==> config.mk <==
export PLATFORM = sky130hd
export DESIGN_NAME = fetch_queue
export DESIGN_NICKNAME = d
export VERILOG_FILES = /design/src/rtl/fetch_queue.sv
export SDC_FILE = /design/constraint.sdc
export NUM_CORES = 1
export LEC_CHECK = 0
export BUFFER_PORTS_ARGS = -buffer_cell sky130_fd_sc_hd__buf_2
export CAP_MARGIN = 20
export CORE_MARGIN = 2
export CORE_UTILIZATION = 30
export DETAILED_ROUTE_END_ITERATION = 10
export PLACE_DENSITY = 0.5
export SYNTH_ARGS = -nofsm -noshare
export SYNTH_HDL_FRONTEND = slang
export SYNTH_SLANG_ARGS = --single-unit
export TNS_END_PERCENT = 10
==> constraint.sdc <==
create_clock -name clk -period 3.1 [get_ports clk]
set_input_delay 0 -clock clk [delete_from_list [all_inputs] [get_ports clk]]
set_output_delay 0 -clock clk [all_outputs]
set_load 0.01 [all_outputs]
==> src/rtl/fetch_queue.sv <==
// fetch_queue
// -----------------------------------------------------------------------------
// Instruction fetch stage in front of the decoder. Keeps the PC, issues
// sequential reads to a 1-cycle-latency instruction ROM, and buffers the
// returned 16-bit words (tagged with their PC) in a small FIFO. The head of
// the FIFO goes to decode over a valid/ready handshake. Fetch stops after a
// halt opcode (low nibble 4'hF) and restarts on a redirect.
//
// Ports:
//   clk          in   clock, all state updates on the rising edge
//   rst          in   synchronous active-high reset
//   imem_req     out  ROM read request this cycle
//   imem_addr    out  ROM word address (current pc)
//   imem_data    in   ROM data, valid the cycle after imem_req
//   instr        out  head-of-queue instruction word
//   instr_pc     out  PC of instr
//   instr_valid  out  queue non-empty
//   instr_ready  in   decoder accepts the head this cycle
//   redirect     in   flush the queue and restart fetch at redirect_pc
//   redirect_pc  in   restart address
//   halted       out  fetch stopped by a halt opcode
// -----------------------------------------------------------------------------
module fetch_queue #(
  parameter int DEPTH = 4,
  parameter int PC_W  = 8
) (
  input  logic            clk,
  input  logic            rst,
  output logic            imem_req,
  output logic [PC_W-1:0] imem_addr,
  input  logic [15:0]     imem_data,
  output logic [15:0]     instr,
  output logic [PC_W-1:0] instr_pc,
  output logic            instr_valid,
  input  logic            instr_ready,
  input  logic            redirect,
  input  logic [PC_W-1:0] redirect_pc,
  output logic            halted
);

  localparam int PTR_W = $clog2(DEPTH);
  localparam int CNT_W = $clog2(DEPTH + 1);
  localparam int OCC_W = CNT_W + 1;

  // Architectural state
  logic [PC_W-1:0]  pc_r;
  logic [15:0]      word_mem_r [DEPTH];
  logic [PC_W-1:0]  pc_mem_r   [DEPTH];
  logic [PTR_W-1:0] rd_ptr_r;
  logic [PTR_W-1:0] wr_ptr_r;
  logic [CNT_W-1:0] count_r;
  logic             rsp_pending_r;
  logic [PC_W-1:0]  rsp_pc_r;
  logic             halted_r;

  // Per-cycle decisions
  logic             pop_s;
  logic             push_s;
  logic             halt_detect_s;
  logic             req_s;
  logic [OCC_W-1:0] occupancy_s;
  logic [CNT_W-1:0] count_next_s;

  // Handshake, response capture, halt detection and the credit check.
  always_comb begin
    instr_valid   = (count_r != {CNT_W{1'b0}});
    pop_s         = instr_valid & instr_ready;
    push_s        = rsp_pending_r & ~redirect;
    halt_detect_s = rsp_pending_r & (imem_data[3:0] == 4'hF);
    // Slots committed after this cycle: buffered + in flight - leaving now.
    // A new request is only allowed if its response will have a free slot.
    occupancy_s   = OCC_W'(count_r) + OCC_W'(rsp_pending_r) - OCC_W'(pop_s);
    req_s         = ~rst & ~redirect & ~halted_r & ~halt_detect_s &
                    (occupancy_s < OCC_W'(DEPTH));
  end

  // Next occupancy from the push/pop combination (simultaneous = unchanged).
  always_comb begin
    count_next_s = count_r;
    case ({push_s, pop_s})
      2'b10:   count_next_s = count_r + CNT_W'(1);
      2'b01:   count_next_s = count_r - CNT_W'(1);
      default: count_next_s = count_r;
    endcase
  end

  // Control state: pc, pointers, count, in-flight tracking and halt flag.
  always_ff @(posedge clk) begin
    if (rst) begin
      pc_r          <= {PC_W{1'b0}};
      rd_ptr_r      <= {PTR_W{1'b0}};
      wr_ptr_r      <= {PTR_W{1'b0}};
      count_r       <= {CNT_W{1'b0}};
      rsp_pending_r <= 1'b0;
      rsp_pc_r      <= {PC_W{1'b0}};
      halted_r      <= 1'b0;
    end else if (redirect) begin
      // Flush: the queue, any in-flight response and a pending pop are dropped.
      pc_r          <= redirect_pc;
      rd_ptr_r      <= {PTR_W{1'b0}};
      wr_ptr_r      <= {PTR_W{1'b0}};
      count_r       <= {CNT_W{1'b0}};
      rsp_pending_r <= 1'b0;
      halted_r      <= 1'b0;
    end else begin
      if (req_s) begin
        rsp_pending_r <= 1'b1;
        rsp_pc_r      <= pc_r;
        pc_r          <= pc_r + PC_W'(1);
      end else begin
        rsp_pending_r <= 1'b0;
      end
      if (push_s) begin
        wr_ptr_r <= wr_ptr_r + PTR_W'(1);
      end
      if (pop_s) begin
        rd_ptr_r <= rd_ptr_r + PTR_W'(1);
      end
      count_r <= count_next_s;
      if (halt_detect_s) begin
        halted_r <= 1'b1;
      end
    end
  end

  // FIFO storage; the credit check guarantees the tail slot is free on push.
  always_ff @(posedge clk) begin
    if (push_s && !rst) begin
      word_mem_r[wr_ptr_r] <= imem_data;
      pc_mem_r[wr_ptr_r]   <= rsp_pc_r;
    end
  end

  // Outputs: head comes straight from FIFO storage, never from imem_data.
  always_comb begin
    imem_req  = req_s;
    imem_addr = pc_r;
    instr     = word_mem_r[rd_ptr_r];
    instr_pc  = pc_mem_r[rd_ptr_r];
    halted    = halted_r;
  end

endmodule
After elaboration in Yosys (flattened, before gate mapping)
Memory sizes are Yosys's and may differ from the RTL's. A register that Yosys moved wholly into a read port is not among the register bits.
Cells that the tools add are included.

storage, ports and cells
  register bits after elaboration = 25
  memory bits (writable) = 96
  input port bits = 28
  output and inout bits = 35
  word-level logic and storage cells = 48
  memories kept = 2

memories
  memory      depth  bits a word  read ports  clocked after memory_dff  wr ports  RTL line  RTL
  word_mem_r  4      16           1           1                         1         47        logic [15:0] word_mem_r [DEPTH];
  pc_mem_r    4      8            1           1                         1         48        logic [PC_W-1:0] pc_mem_r [DEPTH];

cells by class
  add/subtract/negate cells = 7
  order comparisons = 1
  eq/ne operators = 3
  multiplexer cells = 10
  bitwise operators = 11
  reductions and logical operators = 7

operators by type and width
  kind                   count
  $mux W8                2
  $add A8 B1 Y8 const B  1
  $mux W2                4
  $and A1 B1 Y1          7
  $pmux W3 S2            1
  $add A2 B1 Y2 const B  2
  $add A3 B1 Y4          1
  $eq A4 B4 Y1 const B   1
  $lt A4 B3 Y1 const B   1
  $not A1 Y1             4
  $reduce_bool A2 Y1     2
  $sub A4 B1 Y4          1
  $add A3 B1 Y3 const B  1
  $mux W1                3
  $reduce_bool A3 Y1     1
  $sub A3 B1 Y3 const B  1
  $eq A2 B1 Y1 const B   1
  $eq A2 B2 Y1 const B   1
  $reduce_and A2 Y1      1
  $reduce_or A2 Y1       1
  $logic_and A1 B1 Y1    1
  $logic_not A1 Y1       1

Depth between registers and ports, before layout
  depth after elaboration = 7
  depth in mapped cells = 12
  gate-level depth less buffers = 11

Least setup slack after synthesis
No wires, ideal clock.

  path type = register -> register
  from = register count_r[2]
  to = register pc_r[2], in the netlist imem_addr[2]
  setup time = 0.103 ns
  arrival time = 2.600 ns
  required time = 2.997 ns
  path slack = 0.396 ns
  cell stages (with the launch flop) = 12
  buffers on the path = 0
  period minus slack after synthesis = 2.704 ns
  path through = dfxtp_1 > or3_1 > and2_1 > ha_1 > inv_1 > ha_1 > and3b_1 > o211a_1 > o21ai_4 > clkinv_2 > and2_1 > a2111oi_2

on the way
  longest elaborated chain between the ends = 6
  elaborated cells on any way between the ends = 7
  those cells by class = 2 x add/sub; 1 x order compare; 2 x bitwise; 2 x reduce/logical

ends and longest elaborated chain
  item                                 RTL line  RTL
  start, declared                      51        logic [CNT_W-1:0] count_r;
  start signal, assigned               93        count_r <= {CNT_W{1'b0}};
  start signal, assigned               102       count_r <= {CNT_W{1'b0}};
  start signal, assigned               119       count_r <= count_next_s;
  $reduce_bool A3 Y1                   66        instr_valid = (count_r != {CNT_W{1'b0}});
  named net instr_valid                34        output logic instr_valid,
  $and A1 B1 Y1                        67        pop_s = instr_valid & instr_ready;
  named net pop_s                      57        logic pop_s;
  $sub A4 B1 Y4                        72        occupancy_s = OCC_W'(count_r) + OCC_W'(rsp_pending_r) - OCC_W'(pop_s);
  $lt A4 B3 Y1                         74        (occupancy_s < OCC_W'(DEPTH));
  $and A1 B1 Y1                        73        req_s = ~rst & ~redirect & ~halted_r & ~halt_detect_s &
  $reduce_bool A2 Y1 (no source line)  --
  end signal, assigned                 90        pc_r <= {PC_W{1'b0}};
  end signal, assigned                 99        pc_r <= redirect_pc;
  end signal, assigned                 109       pc_r <= pc_r + PC_W'(1);
  end, declared                        46        logic [PC_W-1:0] pc_r;

The timed path passes the listed nets, and every way through them passes these cells.
A chain may end at the register's enable or synchronous reset.

Worst setup path after layout
  from = register count_r[2]
  to = register pc_r[0], in the netlist imem_addr[0]

on the way
  longest elaborated chain between the ends = 6
  elaborated cells on any way between the ends = 7
  those cells by class = 2 x add/sub; 1 x order compare; 2 x bitwise; 2 x reduce/logical

ends and longest elaborated chain
  item                                 RTL line
  $reduce_bool A3 Y1                   66
  $and A1 B1 Y1                        67
  named net pop_s                      57
  $sub A4 B1 Y4                        72
  $lt A4 B3 Y1                         74
  $and A1 B1 Y1                        73
  $reduce_bool A2 Y1 (no source line)  --

The timed path passes the listed nets, and every way through them passes these cells.

==> impl_metrics.py <==
metrics = {
    "cells_and_area": {
        "diodes": 0,
        "drive_above_1_share_pct": 32.6,
        "area_delta_synth_final_pct": 28.4,
        "final_net_count": 428,
    },
    "route": {
        "wirelength_um": 9380,
        "post_drt_wl_per_cell_um": 15.2,
        "drt_first_pass_iters": 4,
        "ant_nets": 0,
        "vias": 2767,
        "drt_iter0_markers": 138,
        "vias_per_cell": 4.48,
        "remaining_drc_errors": 0,
    },
    "logic_synthesis": {
        "synth_compound_area_share_pct": 4.70,
        "ys_warn_count": 0,
        "synth_flop_cell": "edfxtp_1",
        "synth-simple-area-share_pct": 6.48,
        "synthArstFlopShare_pct": 0,
        "synthAdderAreaFrac_pct": 2.74,
        "synth.cell_area_mm2": 0.00485,
        "syn_nets": 325,
        "syn-mean-instance-area_um2": 16.9,
        "syn_inst": 287,
        "ys_seq_area_share_pct": 70.6,
        "synth_top_family_by_area": "multiplexers",
        "ys_types": 44,
        "synth-xor-area-share_pct": 1.26,
        "synth-edff-count": 96,
        "ys_seq_elements": 123,
        "muxShareOfSynthArea_pct": 11.4,
    },
    "floorplanning": {
        "row_count": 46,
        "start_util_pct": 30.6,
        "die_w_um": 131,
        "fp.dieH_um": 131,
        "io_pins": 63,
        "core-area_mm2": 0.0158,
        "die_area_mm2": 0.0172,
    },
    "timing": {
        "whs_ns": 0.0544,
        "max_freq_ghz": 0.354,
        "slew_headroom_pct": 54.2,
        "fin_skew_ns": 0.0186,
        "hold_viol": 0,
        "grt_setup_unrepaired": "no",
        "drv_slew": 0,
        "fin_tns_setup_ns": 0,
        "post-route-period-util_pct": 91.0,
        "period_needed_ns": 2.82,
        "worstMarginPinSlew_ns": 0.687,
        "setup_viol": 0,
    },
    "critical_path": {
        "slowest_delay_ns": 0.39,
        "cp_slowest_cell": "or3_1",
        "crit_type": "reg -> reg",
        "start_kind": "register",
        "end_kind": "register",
        "path_cells": "or3_1, and2_1, ha_1, inv_1, ha_1, and3b_1, o211a_1, o21ai_4, clkinv_2, buf_4, nor4b_1, or3_1",
        "path_max_fanout": 10,
        "worstPathRequired_ns": 3.46,
        "worstPathArrival_ns": 3.18,
    },
    "global_routing": {
        "first_global_vias": 2874,
        "grt_start_max_net_pins": 25,
        "overflow": 0,
        "antenna_found_initial": 0,
        "grt_usage_pct": 11.9,
        "grt_pass1_wl_um": 15400,
    },
    "cts": {
        "cts_tree": "yes",
        "cts_buffers": 17,
        "cts-root-buf": "clkbuf_16",
        "clk_path_buf_depth": 2,
        "path_clk_slew_ns": 0.06,
        "cts_sinks": 123,
        "clock_latency_ns": 0.42,
        "ctsHtreeMaxLevel": 4,
    },
    "placement": {
        "gp_congestion": 0.762,
        "io_buffer_count": 62,
        "dp_hpwl_um": 5610,
    },
    "power_and_ir_drop": {
        "p_per_area_mw_per_mm2": 600,
        "ir_drop_mv": 0.373,
        "p_leak_nw": 2.22,
    },
    "job": {
        "cap_violations": 0,
    },
    "worst_hold_path": {
        "hold_class": "in -> reg",
    },
    "run_status": {
        "status": "finished clean",
    },
}
state kept, by name (all words and copies together), names as in the netlist, named ones only:
signal,count
pc_mem_r,32
wr_ptr_r,2
imem_addr,8
halted,1
rsp_pending_r,1
count_r,3
rd_ptr_r,2
rsp_pc_r,8
word_mem_r,64
through the flow:
stage | util (%) | total power [mW] | worst slack [ns] | area, um2 | instances
after floorplan | - | 1.92 | 0.396 | 4850 | 287
after global placement | 34.2 | 1.98 | 0.226 | 5410 | 559
after detailed placement | 34.2 | 1.98 | 0.112 | 5410 | 559
after CTS | 39.1 | 3.78 | 0.114 | 6190 | 615
after global routing | 39.3 | 3.88 | 0.0694 | 6230 | 618
final | 39.3 | 3.74 | 0.278 | 6230 | 618
cells in the mapped netlist (all sizes together), types with 3 or more instances:
cell | count | area share [%]
nor3 | 5 | 0.52
o31a | 3 | 0.54
xor2 | 3 | 0.54
a21oi | 14 | 1.4
edfxtp | 96 | 59
dfxtp | 27 | 11
nor2 | 16 | 1.2
or3 | 3 | 0.39
and3 | 5 | 0.65
buf | 8 | 1.1
o21ai | 3 | 0.54
inv | 15 | 1.2
nand4 | 3 | 0.39
xnor2 | 4 | 0.72
mux4 | 24 | 11
ha | 9 | 2.3
nand2 | 17 | 1.3
clkbuf | 6 | 0.46
what timing repair did:
item	4_1_cts	5_1_grt
endpoints found under the hold margin	79	0
setup endpoints to repair	0	1
gates resized for setup	0	1
hold buffers	25	0
buffers inserted	0	3
path summary, 6_finish.rpt:
kind	start	to	slack, ns	depth (start not counted)
hold reg to reg	rsp_pc_r[1]	rsp_pc_r[1]	0.51	2
setup reg to reg	count_r[2]	imem_addr[0]	0.28	12
hold / removal	redirect	imem_addr[7]	0.05	2
setup / recovery	count_r[2]	imem_addr[0]	0.28	12
metal layers:
layer	share of wire [%]	global-route usage, %	vias up
li1	-	-	1311
met1	47	15.2	1364
met2	47	18.3	83
met3	5.0	4.90	9
met4	0.93	3.99	0
met5	0	0	-
cell type report:
type                    count  area (um2)
fillers                  1468        9600
flip-flops and latches    123        3420
multi-input cells         134        1290
repair buffers             98         643
clock buffers              17         425
well taps                 216         270
clock inverters            14         106
inverters                  16        61.3
cells in the final DEF (no fill, tap or decap), types with 2 or more instances in the layout:
cell type | Yosys | routed
nand2_1 | 17 | 17
edfxtp_1 | 96 | 96
clkinv_2 | 1 | 6
nor2b_1 | 2 | 2
nor3_1 | 5 | 5
a21oi_1 | 14 | 14
nand4_1 | 3 | 3
dlygate4sd3_1 | 0 | 25
and3_1 | 5 | 5
o31a_1 | 3 | 3
o21a_1 | 2 | 2
clkinvlp_4 | 0 | 3
and4_1 | 2 | 2
or3_1 | 3 | 3
o21ai_0 | 2 | 2
xnor2_1 | 4 | 4
dfxtp_1 | 27 | 26
clkbuf_16 | 0 | 17
inv_1 | 15 | 15
ha_1 | 9 | 9
buf_4 | 1 | 11
xor2_1 | 3 | 3
and2_1 | 2 | 2
nor2_1 | 16 | 16
mux4_2 | 24 | 24
clkinv_1 | 0 | 3
buf_2 | 4 | 62
worst max-delay path, delay by kind of cell (launching register included):
family	cells	cell delay [ns]
AND/OR/NAND/NOR	5	1.22
AO/OA/AOI/OAI	2	0.48
adder cells (fa/ha/maj)	2	0.41
flip-flops	1	0.34
buffers and inverters	3	0.34
cell families (layout without fill, tap and decap cells):
logic type	count (synthesis)	count (layout)
buffers and inverters	30	145
and+or+nand+nor	62	62
DFF	123	123
adders and majority gates	10	10
AOI/OAI and AO/OA	30	30
muxes	25	25
xor gates and xnor gates	7	7
power breakdown:
| part | internal (mW) | switching, mW | leakage (nW) | total (mW) |
|---|---|---|---|---|
| clock network | 1.08 | 0.679 | 0.257 | 1.76 |
| logic | 0.0793 | 0.0782 | 0.840 | 0.158 |
| registers | 1.80 | 0.0242 | 1.12 | 1.82 |
| total | 2.95 | 0.782 | 2.22 | 3.74 |
Note: power is estimated with default switching activity, not from simulation.
